<file path="config.mk">
export PLATFORM = sky130hd
export DESIGN_NAME = change_dispenser
export DESIGN_NICKNAME = d
export VERILOG_FILES = /design/src/rtl/change_dispenser.sv
export SDC_FILE = /design/constraint.sdc
export NUM_CORES = 1
export LEC_CHECK = 0
export ABC_AREA = 1
export CAP_MARGIN = 20
export CELL_PAD_IN_SITES_DETAIL_PLACEMENT = 2
export CELL_PAD_IN_SITES_GLOBAL_PLACEMENT = 2
export CORE_UTILIZATION = 24
export CTS_CLUSTER_DIAMETER = 100
export CTS_CLUSTER_SIZE = 25
export DETAILED_ROUTE_END_ITERATION = 12
export GPL_TIMING_DRIVEN = 0
export PLACE_DENSITY = 0.77
export SYNTH_ARGS = -nofsm -noshare
export SYNTH_HDL_FRONTEND = slang
export SYNTH_SLANG_ARGS = --single-unit
</file>
<file path="constraint.sdc">
create_clock -name clk -period 2.6 [get_ports clk]
set_input_delay 0.52 -clock clk [delete_from_list [all_inputs] [get_ports clk]]
set_output_delay 0.52 -clock clk [all_outputs]
set_load 0.01 [all_outputs]
</file>
<file path="src/rtl/change_dispenser.sv">
// rtl/change_dispenser.sv - greedy nickel/dime/quarter change dispenser
// Pays the owed amount one coin at a time with a mandatory low cycle between pulses.
module change_dispenser (
  input  logic       clk,
  input  logic       rst,
  input  logic       req_valid,
  input  logic [4:0] req_amount,
  output logic       req_ready,
  input  logic       hopper_ready,
  input  logic       nickel_empty,
  input  logic       dime_empty,
  input  logic       quarter_empty,
  output logic       nickel_out,
  output logic       dime_out,
  output logic       quarter_out,
  output logic [4:0] remaining,
  output logic       done,
  output logic       fault,
  input  logic       fault_clr,
  output logic [2:0] state_check
);

  typedef enum logic [2:0] {
    ST_IDLE   = 3'd0,
    ST_SELECT = 3'd1,
    ST_GAP    = 3'd2,
    ST_DONE   = 3'd3,
    ST_FAULT  = 3'd4
  } state_e;

  state_e     state_q, state_d;
  logic [4:0] rem_q, rem_d;
  logic [2:0] coin_q, coin_d;  // one-hot {quarter, dime, nickel}
  logic [2:0] pick;
  logic [4:0] pick_val;

  // Largest coin that fits and is stocked; an empty tube falls through to the next size.
  always_comb begin
    pick     = 3'b000;
    pick_val = 5'd0;
    if (!quarter_empty && rem_q >= 5'd5) begin
      pick     = 3'b100;
      pick_val = 5'd5;
    end else if (!dime_empty && rem_q >= 5'd2) begin
      pick     = 3'b010;
      pick_val = 5'd2;
    end else if (!nickel_empty && rem_q >= 5'd1) begin
      pick     = 3'b001;
      pick_val = 5'd1;
    end
  end

  always_comb begin
    state_d = state_q;
    rem_d   = rem_q;
    coin_d  = 3'b000;
    case (state_q)
      ST_IDLE: begin
        if (req_valid) begin
          rem_d   = req_amount;
          state_d = (req_amount == 5'd0) ? ST_DONE : ST_SELECT;
        end
      end
      ST_SELECT: begin
        if (pick == 3'b000) begin
          state_d = ST_FAULT;
        end else if (hopper_ready) begin
          coin_d  = pick;
          rem_d   = rem_q - pick_val;
          state_d = ST_GAP;
        end
      end
      ST_GAP:   state_d = (rem_q != 5'd0) ? ST_SELECT : ST_DONE;
      ST_DONE:  state_d = ST_IDLE;
      ST_FAULT: begin
        if (fault_clr) begin
          state_d = ST_IDLE;
          rem_d   = 5'd0;
        end
      end
      default:  state_d = ST_IDLE;
    endcase
  end

  always_ff @(posedge clk or negedge rst) begin
    if (!rst) begin
      state_q <= ST_IDLE;
      rem_q   <= 5'd0;
      coin_q  <= 3'b000;
    end else begin
      state_q <= state_d;
      rem_q   <= rem_d;
      coin_q  <= coin_d;
    end
  end

  assign req_ready   = (state_q == ST_IDLE);
  assign done        = (state_q == ST_DONE);
  assign fault       = (state_q == ST_FAULT);
  assign quarter_out = coin_q[2];
  assign dime_out    = coin_q[1];
  assign nickel_out  = coin_q[0];
  assign remaining   = rem_q;
  assign state_check = state_q;

endmodule
</file>
==> impl_metrics.py <==
metrics = {
    "sta": {
        "setup_viol": 0,
        "worst_pin_slew_ps": 575,
        "hold_viol": 0,
        "finalSetupTns_ps": 0,
        "maxSlewHeadroom_pct": 61.6,
        "max_freq_mhz": 433,
        "finalCriticalPeriod_ps": 2310,
        "fin_crit_sh_pct": 88.8,
        "fin_skew_ps": 4.77,
        "rsz0062_at_grt": "false",
        "hold_slack_ps": 540,
        "finalMaxSlewViolations": 0,
    },
    "layout": {
        "final_common_cell": "clkdlybuf4s50_1",
        "nNetsFinal": 161,
        "layout-drive-gt1-share_pct": 15.4,
        "antenna_cells": 0,
        "final_util_pct": 35.5,
        "layout.cells.non_filler": 189,
        "final_cell_mix": "clkdlybuf4s50_1 (26), nand2_1 (25), nand3_1 (19)",
        "fillCellCount": 418,
        "area_delta_synth_final_pct": 40.5,
        "final_area_mm2": 0.00119,
    },
    "placed_design": {
        "place_area_mm2": 0.00117,
        "place_inst": 185,
        "place_congestion": 0.732,
        "place_hpwl_mm": 2.06,
        "io_buffer_count": 26,
    },
    "clock_network": {
        "cts_buffers": 3,
        "htree_levels": 1,
        "ctsResizeCount": 0,
        "clock_path_buffers": 2,
        "tritoncts": "built",
        "cts-hold-fix-buffers": 0,
        "cts_num_sinks": 11,
        "clk_latency_ps": 280,
        "cts_root_buffer": "clkbuf_4",
        "cts_setup_buffers": 0,
        "path_clk_slew_ps": 80,
    },
    "critical_path": {
        "cp-start-kind": "flip-flop",
        "crit_chain": "nor2_1 > nand3_1 > nand3_1 > nand2_1 > ha_1 > fa_1 > inv_1 > nand2_1 > nand4_1 > nand2_1 > o21ai_0 > nand3_1 > nand2_1",
        "critical_path_required_ps": 2820,
        "critPathCaptureType": "flip-flop",
        "worstPathMaxFanout": 5,
        "slowest_stage": "dfrtp_1",
        "slowest_delay_ps": 430,
        "arrival_ps": 2530,
        "crit_type": "reg2reg",
        "crit_path_frequent_cell": "nand2_1",
    },
    "detailed_routing": {
        "ant_nets": 0,
        "wl_per_cell_um": 13.2,
        "drtIter0Drc": 12,
        "vias": 843,
        "routed_wirelength_mm": 2.49,
        "drc": 0,
        "viasPerCell": 4.46,
        "drtPass1Iterations": 2,
    },
    "synth": {
        "synth_area_um2": 850,
        "ys.flop_type": "dfrtp_1",
        "synth_edf_count": 0,
        "synth.net_count": 130,
        "async_flop_share_pct": 100,
        "synth_cell_types": 22,
        "syn_inst": 113,
        "avgSynthCellArea_um2": 7.52,
        "ys_ff_latch": 11,
        "yosys_warnings": 0,
        "synth_seq_area_share_pct": 32.4,
    },
    "global_routing": {
        "antenna_found_initial": 0,
        "grt_remaining_overflow": 0,
        "grt_first_pass_wirelength_mm": 4.20,
        "track_usage_pct": 15.1,
        "grt_max_degree": 12,
        "grt_pass1_vias": 902,
    },
    "pwr": {
        "ir_drop_mv": 0.374,
        "power.density_mw_per_mm2": 1200,
        "p_leak_nw": 0.589,
    },
    "floorplan": {
        "die_w_um": 61.5,
        "coreArea_mm2": 0.00336,
        "rows": 21,
        "die-area_mm2": 0.00378,
        "initial_core_util_pct": 25.3,
        "die_h_um": 61.5,
        "top_level_ports": 27,
    },
    "min_path": {
        "holdCritPathClass": "reg2reg",
    },
    "run": {
        "max_cap_viol_count": 0,
    },
    "run_status": {
        "status": "complete, no violations",
    },
}
[cell usage after synthesis, types with 2 or more instances]
cell | n | share of area, %
nand2_1 | 25 | 11
nor2_1 | 7 | 3.1
nor3_1 | 2 | 1.2
nand4_1 | 2 | 1.5
o21ai_0 | 4 | 2.4
inv_1 | 14 | 6.2
nor2_2 | 2 | 1.5
a21oi_1 | 4 | 2.4
nand2_2 | 3 | 2.2
inv_2 | 4 | 1.8
dfrtp_1 | 11 | 32
nand3_1 | 19 | 11
nand2_4 | 5 | 6.6
ha_1 | 3 | 4.4
[layout make-up]
type,instances,area [um2],area share (%)
inverter,19,76.3,6.39
tap,46,57.6,4.82
multi-input combinational,83,498,41.7
clock buffer,4,26.3,2.20
timing repair buffer,26,260,21.8
sequential,11,275,23.1
[cells by family (layout without fill, tap and decap cells)]
logic type / Yosys count / in the layout / share of synthesized area [%]
flops: 11 / 11 / 32.4
buf+inv: 19 / 49 / 8.98
fa+ha+maj: 4 / 4 / 6.78
simple gates: 69 / 69 / 44.5
compound gates: 10 / 10 / 7.36
[flip-flops by register name, summed over array words and instances (netlist names)]
name,flops
remaining,5
coin_q,3
state_check,3
[metrics by stage]
step	power, mW	worst slack, ps
2_1_floorplan	0.959	616
3_3_place_gp	1.29	40.1
3_5_place_dp	1.33	-28.7
4_1_cts	1.46	238
5_1_grt	1.58	22.8
6_report	1.43	292
[power by group]
| group | internal, mW | switching [mW] | total [mW] |
|---|---|---|---|
| clock | 0.0595 | 0.0664 | 0.126 |
| sequential | 0.237 | 0.0877 | 0.325 |
| combinational | 0.413 | 0.567 | 0.980 |
| total | 0.710 | 0.721 | 1.43 |
[worst max-delay path, delay by kind of cell (launching register included)]
family,cells,cell delay [ps]
AOI/OAI and AO/OA,1,160
adders and majority gates,2,580
buffers and inverters,1,70
DFF,1,430
and+or+nand+nor,9,990
[layer usage]
layer | vias up | wire length (um) | GRT usage [%] | share of wire, %
li1 | 428 | - | - | -
met3 | 2 | 103 | 2.94 | 4.1
met1 | 389 | 1240 | 21.4 | 50
met2 | 24 | 1140 | 23.7 | 46
met5 | - | 0 | 0 | 0
met4 | 0 | 14 | 3.81 | 0.56
[worst paths after layout]
check / startpoint / endpoint / slack, ps / cells past startpoint
setup / recovery: remaining[3]$_DFFE_PN0P_ / remaining[4]$_DFFE_PN0P_ / 290 / 13
setup reg to reg: remaining[3]$_DFFE_PN0P_ / remaining[4]$_DFFE_PN0P_ / 290 / 13
hold / removal: remaining[0]$_DFFE_PN0P_ / remaining[0]$_DFFE_PN0P_ / 540 / 2
min in group asynchronous: rst / state_check[2]$_DFFE_PN0P_ / 610 / 1
hold reg to reg: remaining[0]$_DFFE_PN0P_ / remaining[0]$_DFFE_PN0P_ / 540 / 2
max in group asynchronous: rst / coin_q[1]$_DFF_PN0_ / 1620 / 1
(Power assumes the default switching activity.)
